**src/rtl/insn_loader.sv**
```systemverilog
// insn_loader: boot-time instruction-memory writer.
// Takes a framed byte stream (16-bit count, then count x LEN_INSN/8 payload bytes
// MSB first) and writes the assembled words to instruction memory from address 0.
// The core is held in reset (cpu_rst low) until the image has been written.
// Optional feature: define INSN_LOADER_CHECKSUM_EN to expect a trailing XOR
// checksum byte covering every header and payload byte.
//
// state     | meaning
// ----------+-----------------------------------------------------------
// S_HDR_HI  | waiting for instruction count, high byte
// S_HDR_LO  | waiting for instruction count, low byte; range-checks count
// S_PAYLOAD | assembling payload bytes into words, one write per word
// S_CKSUM   | waiting for checksum byte (checksum build only)
// S_FLUSH   | one idle cycle so done follows the last write (no-checksum build)
// S_DONE    | image loaded, core released
// S_ERROR   | load aborted (oversize count or checksum mismatch)

module insn_loader #(
    parameter int LEN_INSN = 32,
    parameter int LEN_ADDR = 10
) (
    input  logic                clk,
    input  logic                rst,
    input  logic [7:0]          rx_data,
    input  logic                rx_valid,
    output logic                rx_ready,
    input  logic                start,
    output logic                mem_we,
    output logic [LEN_ADDR-1:0] mem_addr,
    output logic [LEN_INSN-1:0] mem_wdata,
    output logic                cpu_rst,
    output logic                done,
    output logic                error
);

    localparam int BYTES = LEN_INSN / 8;
    localparam int BCW   = (BYTES > 1) ? $clog2(BYTES) : 1;
    // Count arithmetic is 17 bits wide so a full memory (2^LEN_ADDR words) is legal.
    localparam logic [16:0] MAX_N = 17'd1 << LEN_ADDR;

    typedef enum logic [2:0] {
        S_HDR_HI  = 3'd0,
        S_HDR_LO  = 3'd1,
        S_PAYLOAD = 3'd2,
`ifdef INSN_LOADER_CHECKSUM_EN
        S_CKSUM   = 3'd3,
`else
        S_FLUSH   = 3'd3,
`endif
        S_DONE    = 3'd4,
        S_ERROR   = 3'd5
    } state_t;

    state_t              state_q, state_nx;
    logic [15:0]         count_q;
    logic [16:0]         widx_q;
    logic [BCW-1:0]      byte_cnt_q;
    logic [LEN_INSN-1:0] asm_q;
    logic [LEN_INSN-1:0] asm_nx;
`ifdef INSN_LOADER_CHECKSUM_EN
    logic [7:0]          cksum_q;
`endif

    logic        accept;
    logic        last_byte;
    logic        wr_fire;
    logic        restart;
    logic        ready_nx;
    logic [16:0] n_hdr;

    // Next assembly word: shift the new byte in at the bottom (MSB-first stream).
    generate
        if (BYTES == 1) begin : g_one_byte
            assign asm_nx = rx_data;
        end else begin : g_multi_byte
            assign asm_nx = {asm_q[LEN_INSN-9:0], rx_data};
        end
    endgenerate

    // State register.
    always_ff @(posedge clk or negedge rst) begin
        if (!rst) begin
            state_q <= S_HDR_HI;
        end else begin
            state_q <= state_nx;
        end
    end

    // Next-state decode plus the strobes the datapath needs this cycle.
    always_comb begin
        state_nx  = state_q;
        accept    = rx_valid && rx_ready;
        last_byte = (byte_cnt_q == BCW'(BYTES - 1));
        n_hdr     = {1'b0, count_q[15:8], rx_data};
        wr_fire   = 1'b0;
        restart   = 1'b0;
        ready_nx  = 1'b0;

        case (state_q)
            S_HDR_HI: begin
                if (accept) state_nx = S_HDR_LO;
            end
            S_HDR_LO: begin
                if (accept) begin
                    if (n_hdr > MAX_N) begin
                        state_nx = S_ERROR;
                    end else if (n_hdr == 17'd0) begin
`ifdef INSN_LOADER_CHECKSUM_EN
                        state_nx = S_CKSUM;
`else
                        state_nx = S_DONE;
`endif
                    end else begin
                        state_nx = S_PAYLOAD;
                    end
                end
            end
            S_PAYLOAD: begin
                if (accept && last_byte) begin
                    wr_fire = 1'b1;
                    if (widx_q + 17'd1 == {1'b0, count_q}) begin
`ifdef INSN_LOADER_CHECKSUM_EN
                        state_nx = S_CKSUM;
`else
                        state_nx = S_FLUSH;
`endif
                    end
                end
            end
`ifdef INSN_LOADER_CHECKSUM_EN
            S_CKSUM: begin
                if (accept) state_nx = (rx_data == cksum_q) ? S_DONE : S_ERROR;
            end
`else
            S_FLUSH: begin
                state_nx = S_DONE;
            end
`endif
            S_DONE, S_ERROR: begin
                if (start) begin
                    state_nx = S_HDR_HI;
                    restart  = 1'b1;
                end
            end
            default: state_nx = S_HDR_HI;
        endcase

        case (state_nx)
            S_HDR_HI, S_HDR_LO, S_PAYLOAD: ready_nx = 1'b1;
`ifdef INSN_LOADER_CHECKSUM_EN
            S_CKSUM:                       ready_nx = 1'b1;
`endif
            default:                       ready_nx = 1'b0;
        endcase
    end

    // Registered outputs, decoded from the state being entered.
    always_ff @(posedge clk or negedge rst) begin
        if (!rst) begin
            rx_ready <= 1'b0;
            done     <= 1'b0;
            cpu_rst  <= 1'b0;
            error    <= 1'b0;
        end else begin
            rx_ready <= ready_nx;
            done     <= (state_nx == S_DONE);
            cpu_rst  <= (state_nx == S_DONE);
            error    <= (state_nx == S_ERROR);
        end
    end

    // Header capture, word assembly and write index.
    always_ff @(posedge clk or negedge rst) begin
        if (!rst) begin
            count_q    <= '0;
            widx_q     <= '0;
            byte_cnt_q <= '0;
            asm_q      <= '0;
        end else if (restart) begin
            widx_q     <= '0;
            byte_cnt_q <= '0;
        end else if (accept) begin
            case (state_q)
                S_HDR_HI: count_q[15:8] <= rx_data;
                S_HDR_LO: count_q[7:0]  <= rx_data;
                S_PAYLOAD: begin
                    asm_q <= asm_nx;
                    if (last_byte) begin
                        byte_cnt_q <= '0;
                        widx_q     <= widx_q + 17'd1;
                    end else begin
                        byte_cnt_q <= byte_cnt_q + BCW'(1);
                    end
                end
                default: ;
            endcase
        end
    end

    // Memory write port: strobe for one cycle, address/data held until the next write.
    always_ff @(posedge clk or negedge rst) begin
        if (!rst) begin
            mem_we    <= 1'b0;
            mem_addr  <= '0;
            mem_wdata <= '0;
        end else begin
            mem_we <= wr_fire;
            if (wr_fire) begin
                mem_addr  <= widx_q[LEN_ADDR-1:0];
                mem_wdata <= asm_nx;
            end
        end
    end

`ifdef INSN_LOADER_CHECKSUM_EN
    // Running XOR of every header and payload byte.
    always_ff @(posedge clk or negedge rst) begin
        if (!rst) begin
            cksum_q <= '0;
        end else if (restart) begin
            cksum_q <= '0;
        end else if (accept && (state_q != S_CKSUM)) begin
            cksum_q <= cksum_q ^ rx_data;
        end
    end
`endif

endmodule

```
**config.mk**
```make
export PLATFORM = sky130hd
export DESIGN_NAME = insn_loader
export DESIGN_NICKNAME = d
export VERILOG_FILES = /design/src/rtl/insn_loader.sv
export SDC_FILE = /design/constraint.sdc
export NUM_CORES = 1
export LEC_CHECK = 0
export CORE_ASPECT_RATIO = 0.6
export CORE_MARGIN = 5
export CORE_UTILIZATION = 55
export DETAILED_ROUTE_END_ITERATION = 10
export PLACE_DENSITY = 0.9
export SYNTH_ARGS = -nofsm -noshare
export SYNTH_HDL_FRONTEND = slang
export SYNTH_SLANG_ARGS = --single-unit
export TNS_END_PERCENT = 100
```
**constraint.sdc**
```tcl
create_clock -name clk -period 3.8 [get_ports clk]
set_clock_uncertainty 0.1 [all_clocks]
set_input_delay 1.14 -clock clk [delete_from_list [all_inputs] [get_ports clk]]
set_output_delay 1.14 -clock clk [all_outputs]
set_load 0.01 [all_outputs]
```
=== Word level (Yosys, flattened, before mapping) ===
Index checks and enable logic that the tools add are counted.

* Magnitude comparators: 1
* Reductions and logical operators: 15
* Eq/ne operators: 11
* Bitwise gates (word level): 1
* Muxes and demuxes: 21
* Add/sub/neg operators: 2

{| class="wikitable"
|+ Operator list
! cell !! count
|-
| 17-bit 2-to-1 mux || 4
|-
| 3-bit 2-to-1 mux || 7
|-
| 17-bit by 1-bit adder with 17-bit output, second input constant || 1
|-
| 17-bit by 16-bit equality test with 1-bit output || 1
|-
| 16-bit by 11-bit > comparator with 1-bit output, second input constant || 1
|-
| 16-bit logical NOT || 1
|-
| 3-bit case mux with 5 select lines || 1
|-
| 3-bit equality test, second input constant || 4
|-
| 3-bit AND reduction || 4
|-
| 3-bit by 2-bit equality test with 1-bit output, second input constant || 3
|-
| 2-bit 2-to-1 mux || 4
|-
| 3-bit by 1-bit equality test with 1-bit output, second input constant || 2
|-
| 3-bit logical NOT || 2
|-
| 2-bit nonzero test || 3
|-
| 1-bit 2-to-1 mux || 5
|-
| 3-bit OR reduction || 1
|-
| 2-bit by 1-bit adder with 2-bit output, second input constant || 1
|-
| 2-bit equality test, second input constant || 1
|-
| 1-bit logical AND || 2
|-
| 2-bit AND reduction || 1
|-
| 2-bit OR reduction || 1
|-
| 1-bit inverter || 1
|}

* Register bits: 108
* Bits of input ports: 12
* Output and inout bits: 47
* Word-level logic and storage cells: 63

=== Logic depth before layout (Yosys ltp) ===
Gate-level depths: netlist (run 1).

* Depth in word-level cells: 8
* Depth in mapped cells: 10

=== Worst setup path after synthesis (run 1) ===
Ideal clock, no wire load.

* Path kind: input -> register
* Start: input port rx_valid
* End: register rx_ready
* Setup time: 0.119 ns
* Arrival: 2.783 ns
* Path slack: 0.798 ns
* Required time: 3.581 ns
* Stages: 9
* Cells stage by stage: nand2_1 nor2_8 nand2_4 inv_2 and4_1 nand4_1 or4_1 or4_1 and2_1

* Longest elaborated chain between the ends: 7
* Elaborated cells between the ends (all ways): 11

{| class="wikitable"
|+ Ends and longest elaborated chain
! item !! RTL line !! text
|-
| from (decl) || 25 || <nowiki>input logic rx_valid,</nowiki>
|-
| 1-bit logical AND * || 92 || <nowiki>accept = rx_valid && rx_ready;</nowiki>
|-
| 1-bit logical AND || 119 || <nowiki>if (accept && last_byte) begin</nowiki>
|-
| 3-bit 2-to-1 mux || 119 ||
|-
| 3-bit case mux with 5 select lines * || 99 || <nowiki>case (state_q)</nowiki>
|-
| 3-bit by 1-bit equality test with 1-bit output (tied with other cells) || 148 || <nowiki>case (state_nx)</nowiki>
|-
| 3-bit OR reduction * || 148 ||
|-
| 1-bit 2-to-1 mux * || 148 ||
|-
| net ready_nx || 68 || <nowiki>logic ready_nx;</nowiki>
|-
| to (signal assigned) || 165 || <nowiki>rx_ready <= ready_nx;</nowiki>
|-
| to (decl) || 26 || <nowiki>output logic rx_ready,</nowiki>
|}

Mark *: on every way through the listed nets, which the timed path passes. The rest lies on a longest branch.
A chain may end at the register's enable or synchronous reset.

=== Final worst setup path (run 1) ===
* Start: register widx_q[0]
* End: register rx_ready

* Longest elaborated chain between the ends: 8
* Elaborated cells between the ends (all ways): 10

{| class="wikitable"
|+ Ends and longest elaborated chain
! item !! RTL line !! text
|-
| from (decl) || 56 || <nowiki>logic [16:0] widx_q;</nowiki>
|-
| from (signal assigned) || 190 || <nowiki>widx_q <= widx_q + 17'd1;</nowiki>
|-
| 17-bit by 1-bit adder with 17-bit output * || 121 || <nowiki>if (widx_q + 17'd1 == {1'b0, count_q}) begin</nowiki>
|-
| 17-bit by 16-bit equality test with 1-bit output * || 121 ||
|-
| 3-bit 2-to-1 mux * || 121 ||
|-
| 3-bit 2-to-1 mux * || 119 ||
|-
| 3-bit case mux with 5 select lines * || 99 ||
|-
| 3-bit by 1-bit equality test with 1-bit output (tied with other cells) || 148 ||
|-
| 3-bit OR reduction * || 148 ||
|-
| 1-bit 2-to-1 mux * || 148 ||
|-
| net ready_nx || 68 ||
|}

Marked as above.

==> impl_metrics.env, run 1 <==
export IMPL_drt_total_wl_um=12360
export IMPL_via_per_inst=5.746
export IMPL_fin_crit_ns=3.436
export IMPL_maxSlewHeadroom_pct=35.61
export IMPL_p_seq_share_pct=49.2
export IMPL_leakagePower_uw=0.002798
export IMPL_placed_cell_area_um2=5624
export IMPL_ir_drop_mv=0.3093
export IMPL_rsz0062_at_grt="false"
export IMPL_p_sw_share_pct=29.15
export IMPL_hpwl_um=8557
export IMPL_gr_total_overflow=0
export IMPL_vias=3821
export IMPL_status="completed"
export IMPL_place_inst=650
export IMPL_layout_common_cells="nand2_1, dfrtp_1, clkdlybuf4s50_1, mux2_2, nor2_1"
export IMPL_portBuffers=58
export IMPL_post_cts_buffers=0
export IMPL_synthToLayoutAreaGrowth_pct=20.06
export IMPL_cpPeakStageDelay_ns=0.71
export IMPL_path_class="reg2reg"
export IMPL_register_area_um2=2703
export IMPL_wl_per_cell_um=18.58
export IMPL_start_util_pct=57.23
export IMPL_tritoncts="built"
export IMPL_path_clk_slew_ns=0.07
export IMPL_endpoint_kind="register"
export IMPL_reg2regPathDepth=8
export IMPL_h_tree_depth=3
export IMPL_p_int_uw=2178
export IMPL_grt_pass1_wl_um=19970
export IMPL_firstDrtPassIters=5
export IMPL_hold_buffers=0
export IMPL_layout_drive_gt1_share_pct=13.38
export IMPL_syn_nets=512
export IMPL_cts_max_path_buffers=2
export IMPL_coreArea_um2=8621
export IMPL_fmax_mhz=291.0
export IMPL_num_antenna_cells=0
export IMPL_drtAntennaViolNets=0
export IMPL_drc=0
export IMPL_yosys_top_cells_area="dfrtp_1, nand2_1, mux2_2"
export IMPL_final_net_count=563
export IMPL_cap_viol_max_count=0
export IMPL_final_util_pct=68.71
export IMPL_antenna_found_initial=0
export IMPL_grt_start_max_net_pins=60
export IMPL_finalSetupViolCount=0
export IMPL_final_area_um2=5923
export IMPL_pwr_share_comb_pct=20.0
export IMPL_clock_power_share_pct=30.8
export IMPL_initialDrtViolationCount=421
export IMPL_clockRootBuffer="clkbuf_16"
export IMPL_rrSetupSlack_ns=0.36
export IMPL_hp_start="asm_q[23]"
export IMPL_powerDensity_nw_per_um2=518.9
export IMPL_seq_area_frac_synth_pct=54.78
export IMPL_multi_input_area_um2=2090
export IMPL_cts_buffers=9
export IMPL_synth_ff_type="dfrtp_1"
export IMPL_arrival_ns=3.58
export IMPL_switchingPower_uw=895.8
export IMPL_final_cells=665
export IMPL_die_area_um2=11030
export IMPL_postSynthCellCount=498
export IMPL_fp_dieW_um=132.3
export IMPL_grtUsageTotal_pct=22.67
export IMPL_r2r_end="rx_ready"
export IMPL_cp_required_ns=3.94
export IMPL_crit_slowest_cell="nor3_1"
export IMPL_yosys_area_top_type="dfrtp_1"
export IMPL_start_kind="register"
export IMPL_cts_sinks=108
export IMPL_worstMarginPinSlew_ns=0.9623
export IMPL_synth_area_per_cell_um2=9.907
export IMPL_synthesis_area_um2=4933
export IMPL_worstHoldPathCells=2
export IMPL_crit_chain="ha_1, nand3_1, nor3_1, o21ai_1, o311ai_0, a21oi_1, or4_1, and2_1"
export IMPL_synth_seq_cells=108
export IMPL_boundaryPins=59
export IMPL_final_max_slew_viol_count=0
export IMPL_place_congestion=0.9165
export IMPL_crit_start="widx_q[0]"
export IMPL_hold_path_class="reg2reg"
export IMPL_worstReg2RegStart="widx_q[0]"
export IMPL_grt_pass1_vias=3729
export IMPL_yosysWarnings=0
export IMPL_path_max_fanout=8
export IMPL_clk_latency_ns=0.35
export IMPL_fill_cells=624
export IMPL_die_h_um=83.36
export IMPL_synthDistinctLibCells=44
export IMPL_rows=26
export IMPL_power_uw=3073
export IMPL_fin_crit_sh_pct=90.42
export IMPL_async_flop_share_pct=100.0
export IMPL_cts_resized=0
export IMPL_synth_edf_count=0
export IMPL_finalHoldViolations=0
export IMPL_final_common_cell="nand2_1"
export IMPL_fin_tns_setup_ns=0
export IMPL_yosysTopAreaCellShare_pct=54.78
export IMPL_min_to="mem_wdata[31]"
how the worst max path moves through the flow:
stage | endpoint | slack [ns] | depth (start not counted)
after CTS | rx_ready | 0.42 | 8
final | rx_ready | 0.36 | 8
after global placement | rx_ready | 0.32 | 10
after global routing | rx_ready | 0.16 | 8
after detailed placement | rx_ready | 0.22 | 10
after floorplan | rx_ready | 0.80 | 9
layout make-up:
type | instances | share of cell area [%]
Clock buffer | 10 | 4.035
Clock inverter | 5 | 1.014
Inverter | 5 | 0.3169
Multi-Input combinational cell | 356 | 35.28
Sequential cell | 108 | 45.63
Tap cell | 112 | 2.366
Timing Repair Buffer | 69 | 11.36
sequential cells by signal (all words and copies together) (netlist names):
register    flops
state_q         3
count_q        16
rx_ready        1
mem_we          1
asm_q          24
mem_addr       10
mem_wdata      32
widx_q         17
error           1
byte_cnt_q      2
done            1
kinds of logic (layout without fill, tap and decap cells):
logic type | after synthesis | in the layout | share of synthesized area [%]
AOI/OAI and AO/OA | 52 | 52 | 6.239
xor gates and xnor gates | 26 | 26 | 4.616
adders and majority gates | 2 | 2 | 0.5071
buffers and inverters | 34 | 89 | 2.866
DFF | 108 | 108 | 54.78
muxes | 45 | 45 | 10.14
and+or+nand+nor | 231 | 231 | 20.85
Yosys cell counts (all sizes together) (2+ instances only):
master  count
nand2     152
dfrtp     108
mux2       40
nor2       26
o21ai      26
buf        15
clkbuf     14
xnor2      14
xor2       12
nand3      11
nand4       8
nor3        8
o31ai       7
a21oi       6
nor4        6
inv         5
mux2i       5
a31oi       4
and2        3
and3        3
and4        3
o22ai       3
or4         3
ha          2
nand2b      2
o311ai      2
or2         2
critical path, delay by kind of cell (launching register included):
kind,cells,cell delay [ns]
simple gates,4,1.80
flops,1,0.55
compound gates,3,0.49
fa+ha+maj,1,0.38
power by group through the flow:
stage / clock network [uW] / logic (uW) / registers, uW
after floorplan: 0 / 423 / 1470
after global placement: 0 / 573 / 1510
after detailed placement: 0 / 604 / 1530
after CTS: 954 / 611 / 1510
after global routing: 1000 / 667 / 1530
final: 945 / 615 / 1510
metal layers:
metal	track usage, %	wire length (um)	vias up
li1	-	-	1777
met1	32.16	5556	1853
met2	32.75	5543	172
met3	8.514	1065	19
met4	6.285	191	0
met5	0	0	-
through the flow:
step,worst slack (ns),hold slack [ns]
finish,0.3640,0.3641
global route,0.1611,0.4023
CTS,0.4239,0.3714
detailed placement,0.2200,0.3569
global placement,0.3180,0.3484
floorplan,0.7979,0.3348
No activity file was read; power rests on OpenSTA's default activity.
==> run 2: changes to the inputs <==
- PLACE_DENSITY: 0.9 -> 0.79
==> impl_metrics.env, run 2 (synthesis gave the netlist of run 1 again) <==
export IMPL_fp_dieW_um=132.3
export IMPL_global_route_usage_met1_pct=32.14
export IMPL_path_clk_slew_ns=0.07
export IMPL_tritoncts="built"
export IMPL_worstMarginPinSlew_ns=0.8904
export IMPL_drc=0
export IMPL_reg2regPathDepth=7
export IMPL_largest_register_ffs=32
export IMPL_cp_required_ns=3.94
export IMPL_coreArea_um2=8621
export IMPL_gr_total_overflow=0
export IMPL_finalWorstSetupSlack_ns=0.5475
export IMPL_leakagePower_uw=0.002793
export IMPL_place_congestion=0.9120
export IMPL_crit_start="widx_q[0]"
export IMPL_cap_viol_max_count=0
export IMPL_pre_cts_ws_ns=0.2539
export IMPL_boundaryPins=59
export IMPL_fin_tns_setup_ns=0
export IMPL_grt_pass1_vias=3800
export IMPL_drt_total_wl_um=11640
export IMPL_grtUsageTotal_pct=22.02
export IMPL_hold_buffers=0
export IMPL_synthToLayoutAreaGrowth_pct=19.66
export IMPL_grtUsageMet3_pct=6.763
export IMPL_initialDrtViolationCount=289
export IMPL_finalHoldViolations=0
export IMPL_start_util_pct=57.23
export IMPL_rows=26
export IMPL_layout_common_cells="nand2_1, dfrtp_1, clkdlybuf4s50_1, mux2_2, nor2_1"
export IMPL_ir_drop_mv=0.3173
export IMPL_portBuffers=58
export IMPL_grt_use_met2_pct=31.75
export IMPL_drtAntennaViolNets=0
export IMPL_vias=3836
export IMPL_powerDensity_nw_per_um2=515.0
export IMPL_maxSlewHeadroom_pct=40.42
export IMPL_cts_resized=0
export IMPL_wl_per_cell_um=17.48
export IMPL_h_tree_depth=3
export IMPL_endpoint_kind="register"
export IMPL_finalSetupViolCount=0
export IMPL_start_kind="register"
export IMPL_grt_pass1_wl_um=19560
export IMPL_cts_max_path_buffers=2
export IMPL_final_max_slew_viol_count=0
export IMPL_num_antenna_cells=0
export IMPL_largest_register="mem_wdata"
export IMPL_fin_crit_ns=3.252
export IMPL_hp_start="mem_addr[0]"
export IMPL_final_common_cell="nand2_1"
export IMPL_die_area_um2=11030
export IMPL_antenna_found_initial=0
export IMPL_reg_top3="mem_wdata x32, asm_q x24, widx_q x17"
export IMPL_fmax_mhz=307.5
export IMPL_cts_buffers=9
export IMPL_status="completed"
export IMPL_via_per_inst=5.760
export IMPL_worstReg2RegStart="widx_q[0]"
export IMPL_final_net_count=563
export IMPL_path_class="reg2reg"
export IMPL_fin_crit_sh_pct=85.59
export IMPL_worstHoldPathCells=2
export IMPL_rsz0062_at_grt="false"
export IMPL_hold_path_class="reg2reg"
export IMPL_hpwl_um=8135
export IMPL_die_h_um=83.36
export IMPL_cts_sinks=108
export IMPL_busiest_layer="met1"
export IMPL_path_max_fanout=9
export IMPL_post_cts_buffers=0
export IMPL_firstDrtPassIters=4
export IMPL_clockRootBuffer="clkbuf_16"
export IMPL_layout_drive_gt1_share_pct=13.36
export IMPL_arrival_ns=3.40
export IMPL_grt_start_max_net_pins=60
export IMPL_clk_latency_ns=0.36
export IMPL_final_util_pct=68.48
[run 2: cell type report]
class	count	area (um2)
Inverter	5	18.77
Sequential cell	108	2703
Tap cell	112	140.1
Multi-Input combinational cell	356	2090
Clock buffer	10	229.0
Clock inverter	6	62.56
Fill cell	664	2718
Timing Repair Buffer	69	660.6
[run 2: report_power, final]
part | internal [uW] | total [uW] | switching (uW)
registers | 1330 | 1500 | 175
logic | 319 | 601 | 281
clock network | 512 | 935 | 424
[run 2: worst max-delay path, cell delays in order (launching register included)]
cell and delay, ns:
dfrtp_1 0.54, ha_1 0.43, and3_1 0.47, nand4_1 0.22
o21a_1 0.27, or4_1 0.49, or4_1 0.44, and2_1 0.18
[run 2: metal layers]
metal	wire length (um)	vias to the layer above	share of wire, %
met2	5016	114	43
met4	161	0	1.4
met5	0	-	0
li1	-	1776	-
met3	831	14	7.1
met1	5630	1932	48
[run 2: final timing paths]
| check | endpoint | slack, ns |
|---|---|---|
| min in group asynchronous | mem_addr[5] | 0.73 |
| worst min-delay path | mem_addr[0] | 0.37 |
| worst min register to register | mem_addr[0] | 0.37 |
| worst max register to register | rx_ready | 0.55 |
| max in group asynchronous | mem_wdata[2] | 2.00 |
| worst max-delay path | rx_ready | 0.55 |
[run 2: per-stage QoR]
stage | cell area [um2] | total power (uW) | cells | hold WS [ns]
floorplan | 4933 | 1889 | 498 | 0.3348
global placement | 5612 | 2082 | 650 | 0.3518
detailed placement | 5612 | 2120 | 650 | 0.3597
CTS | 5903 | 3046 | 666 | 0.3787
global route | 5903 | 3171 | 666 | 0.4017
finish | 5903 | 3040 | 666 | 0.3730
